## src/rtl/bcd_even_odd_counter_pkg.sv

```systemverilog
// Shared constants and control-action encoding for the even/odd BCD counter.
package bcd_even_odd_counter_pkg;

  localparam int unsigned MOD5_W   = 3;
  localparam logic [3:0]  CNT_ZERO = 4'd0;
  localparam logic [3:0]  CNT_NINE = 4'd9;
  localparam logic [2:0]  MOD5_MAX = 3'd4;

  // One action per edge, already resolved by priority.
  typedef enum logic [1:0] {
    CTL_COUNT = 2'd0,
    CTL_CLEAR = 2'd1,
    CTL_SET9  = 2'd2
  } ctl_e;

endpackage

```

## src/rtl/bcd_even_odd_counter_mod5.sv

```systemverilog
// Mod-5 stage (the x2-weighted part of the count). Priority: clear, load-4, count.
// Out-of-range values 5..7 fold back to 0 on a count edge without a wrap pulse.
module mod5_counter
  import bcd_even_odd_counter_pkg::*;
(
  input  logic              Clk,
  input  logic              clr,
  input  logic              load4,
  input  logic              cnt_en,
  output logic [MOD5_W-1:0] q5,
  output logic              wrap
);

  logic [MOD5_W-1:0] q5_d, q5_q;

  // Next-state selection for the mod-5 register.
  always_comb begin
    q5_d = q5_q;
    if (clr) begin
      q5_d = '0;
    end else if (load4) begin
      q5_d = MOD5_MAX;
    end else if (cnt_en) begin
      if (q5_q >= MOD5_MAX) q5_d = '0;
      else                  q5_d = q5_q + 3'd1;
    end
  end

  // State register.
  always_ff @(posedge Clk) begin
    q5_q <= q5_d;
  end

  assign q5   = q5_q;
  assign wrap = cnt_en && (q5_q == MOD5_MAX);

endmodule

```

## src/rtl/bcd_even_odd_counter.sv

```systemverilog
// Even-then-odd BCD counter: 0,2,4,6,8,1,3,5,7,9. Q = {q5, q2}.
// Optional macro MASTER_SET_EN enables the 7490-style set-to-9 (MS1&MS2);
// without it MS1/MS2 are accepted but ignored.
module bcd_even_odd_counter
  import bcd_even_odd_counter_pkg::*;
(
  input  logic       Clk,
  input  logic       rst,
  input  logic       MS1,
  input  logic       MS2,
  input  logic       MR1,
  input  logic       MR2,
  output logic [3:0] Q,
  output logic [3:0] Qbar
);

  ctl_e              ctl;
  logic              ms_act;
  logic              mr_act;
  logic [MOD5_W-1:0] q5;
  logic              wrap;
  logic              q2_d, q2_q;

`ifdef MASTER_SET_EN
  assign ms_act = MS1 & MS2;
`else
  logic unused_ms;
  assign unused_ms = MS1 ^ MS2;
  assign ms_act    = 1'b0;
`endif
  assign mr_act = MR1 & MR2;

  // Resolve controls: rst, then set (overrides MR as in the 7490), then MR, then count.
  always_comb begin
    ctl = CTL_COUNT;
    if (rst)         ctl = CTL_CLEAR;
    else if (ms_act) ctl = CTL_SET9;
    else if (mr_act) ctl = CTL_CLEAR;
  end

  mod5_counter u_mod5 (
    .Clk    (Clk),
    .clr    (ctl == CTL_CLEAR),
    .load4  (ctl == CTL_SET9),
    .cnt_en (ctl == CTL_COUNT),
    .q5     (q5),
    .wrap   (wrap)
  );

  // Mod-2 stage toggles each time the mod-5 stage wraps.
  always_comb begin
    q2_d = q2_q;
    case (ctl)
      CTL_CLEAR: q2_d = 1'b0;
      CTL_SET9:  q2_d = 1'b1;
      default:   if (wrap) q2_d = ~q2_q;
    endcase
  end

  // Mod-2 register.
  always_ff @(posedge Clk) begin
    q2_q <= q2_d;
  end

  assign Q    = {q5, q2_q};
  assign Qbar = ~Q;

endmodule

```

## config.mk

```make
export PLATFORM = sky130hd
export DESIGN_NAME = bcd_even_odd_counter
export DESIGN_NICKNAME = d
export VERILOG_FILES = /design/src/rtl/bcd_even_odd_counter_pkg.sv /design/src/rtl/bcd_even_odd_counter_mod5.sv /design/src/rtl/bcd_even_odd_counter.sv
export SDC_FILE = /design/constraint.sdc
export NUM_CORES = 1
export LEC_CHECK = 0
export CORE_AREA = 2 2 39 41
export CTS_BUF_LIST = sky130_fd_sc_hd__clkbuf_16
export DETAILED_ROUTE_END_ITERATION = 6
export DIE_AREA = 0 0 41 43
export PLACE_DENSITY = 0.39
export SLEW_MARGIN = 40
export SYNTH_ARGS = -nofsm -noshare
export SYNTH_HDL_FRONTEND = slang
export SYNTH_SLANG_ARGS = --single-unit
```

## constraint.sdc

```tcl
create_clock -name Clk -period 1.2 [get_ports Clk]
set_input_delay 0.3 -clock Clk [delete_from_list [all_inputs] [get_ports Clk]]
set_output_delay 0.3 -clock Clk [all_outputs]
set_load 0.02 [all_outputs]
```

==> flow_summary.ini <==
[routing]
totalWireLength_um = 491
ant_nets = 0
dr_total_vias = 182
wl_met1_um = 221
route.met3.wl_um = 80
wl_per_cell_um = 9.63
drc = 0
highest_layer = met4
viasPerCell = 3.57
met2WireLength_um = 169
drt_iter0_markers = 3
first_pass_iters = 2

[cts]
numCtsBuffers = 3
cts_tree = built
cts_buffer_depth = 2
clk_latency_ns = 0.23
htree_levels = 1
path_clk_slew_ns = 0.03
clock_sinks = 4
holdBufCountCts = 0
cts_root_buffer = clkbuf_16

[logic_synthesis]
synth_seq_cells = 4
synth_compound_area_share_pct = 16.7
synth_mux_area_share_pct = 0
synth_top_family_by_area = compound AO/OA/AOI/OAI gates
synth-simple-area-share_pct = 10.0
synth.avg_cell_area_um2 = 11.0
yosysUniqueCellTypes = 9
synthAdderAreaFrac_pct = 13.3
synth_nets = 25
synth_xor_xnor_area_share_pct = 0
ys_seq_area_share_pct = 48.0
yosys_warnings = 0
syn_area_um2 = 188
netlist_instances = 17

[global_routing]
antenna_found_initial = 0
grt-ovfl-total = 0
grt_max_degree = 4
grt_util_all_layers_pct = 6.83
grt_pass1_vias = 184
grt_pass1_wl_um = 752

[setup_path]
cp-end-kind = flop
cp_slowest_stage_delay_ns = 0.34
cp_top_family = flip-flops
cp-start-kind = flop
cp_data_arrival_time_ns = 1.18
crit_path_top_delay_cell = dfxtp_4
ff2ff_path_depth = 4
critical_path_class = flop to flop
worstPathMaxFanout = 3
crit_required_ns = 1.18
cp.depth = 4
crit_chain = inv_2, buf_6, ha_4, a221o_2
critical_path_buf_inv_count = 2
reg2reg_slack_ns = 0.002

[sta]
min_period_ns = 1.20
finalSetupTns_ns = 0
hold_violations = 0
final_max_slew_viol_count = 0
slew_headroom_pct = 83.4
fin_crit_sh_pct = 99.8
setup_viol_count_final = 0
rsz0062_at_grt = yes
setup_ws_ns = 0.00210
worst_pin_slew_ns = 0.248
worst_clock_skew_ns = 0.00359
clock.fmax_ghz = 0.835

[power]
leakagePower_nw = 0.190
p_per_area_mw_per_mm2 = 1880
ir_drop_mv = 0.759

[final_layout]
layout-drive-gt1-share_pct = 57.1
diodes = 0
syn_to_final_growth_pct = 124
instances_no_fill = 51
final_util_pct = 30.4
final_net_count = 44

[run]
max-cap-violations = 0

[placed_design]
post-place-ws_ns = -0.210
dp_cells = 46
gp_congestion = 0.569
port_buffers = 11

[die]
fp.coreArea_mm2 = 0.00138
ioPinCount = 14
die_x_um = 41
rows = 14
initial_core_util_pct = 13.6
fp.dieH_um = 43
dieArea_mm2 = 0.00176

[worst_hold_path]
min_path_cells = 2
min_path_type = flop to flop

[run_status]
status = finished, final reports clean
## layer usage
layer  global-route usage [%]  vias to the layer above
met1                     8.04                       72
met5                        0                        -
met2                     8.44                       15
met3                     3.66                        2
met4                     6.00                        0
li1                         -                       93
## final cells by class
class / instances / area (µm²)
Fill cell: 143 / 963
Timing Repair Buffer: 15 / 119
Sequential cell: 4 / 97.6
Multi-Input combinational cell: 8 / 87.6
Clock buffer: 3 / 75.1
Tap cell: 16 / 20.0
Inverter: 4 / 17.5
Clock inverter: 1 / 3.75
## what timing repair did
action,4_1_cts,5_1_grt
setup endpoints to repair,9,6
cloned,0,0
buffers inserted,1,0
pin swaps,1,1
endpoints found under the hold margin,0,0
gates resized for setup,23,4
## cell families after synthesis
kind of cell | Yosys count
adder cells (fa/ha/maj) | 2
AO/OA/AOI/OAI | 3
AND/OR/NAND/NOR | 3
flip-flops | 4
buffers and inverters | 5
## power by group
group | internal (mW) | total [mW] | switching [mW] | leakage (nW)
registers | 0.149 | 0.157 | 0.00836 | 0.0364
logic | 0.0511 | 0.102 | 0.0507 | 0.112
clock network | 0.430 | 0.529 | 0.0989 | 0.0423
total | 0.631 | 0.788 | 0.158 | 0.190
## registers in the layout, summed over array words and instances (netlist names)
register / flops
q2_q: 1
u_mod5.q5: 3
## worst register-to-register path: stages (launching register included)
cell and delay [ns]:
dfxtp_4 0.34, inv_2 0.04, buf_6 0.11, ha_4 0.14
a221o_2 0.33
## cell usage after synthesis, drive strengths merged
master / number / area (µm²)
a211oi: 2 / 20.0
a221o: 1 / 11.3
and2: 3 / 18.8
buf: 1 / 7.51
dfxtp: 3 / 60.1
edfxtp: 1 / 30.0
ha: 2 / 25.0
inv: 4 / 15.0
## stage by stage
| step | total power [mW] | hold WS, ns | area [µm²] |
|---|---|---|---|
| 2_1_floorplan | 0.206 | 0.498 | 198 |
| 3_3_place_gp | 0.261 | 0.525 | 343 |
| 3_5_place_dp | 0.263 | 0.526 | 343 |
| 4_1_cts | 0.805 | 0.556 | 443 |
| 5_1_grt | 0.827 | 0.577 | 420 |
| 6_report | 0.788 | 0.547 | 420 |
## final timing paths
path                      from            to
hold reg to reg   u_mod5.q5[0]  u_mod5.q5[0]
setup / recovery  u_mod5.q5[1]          q2_q
setup reg to reg  u_mod5.q5[1]          q2_q
hold / removal    u_mod5.q5[0]  u_mod5.q5[0]
Power figures use the tool's default switching activity.
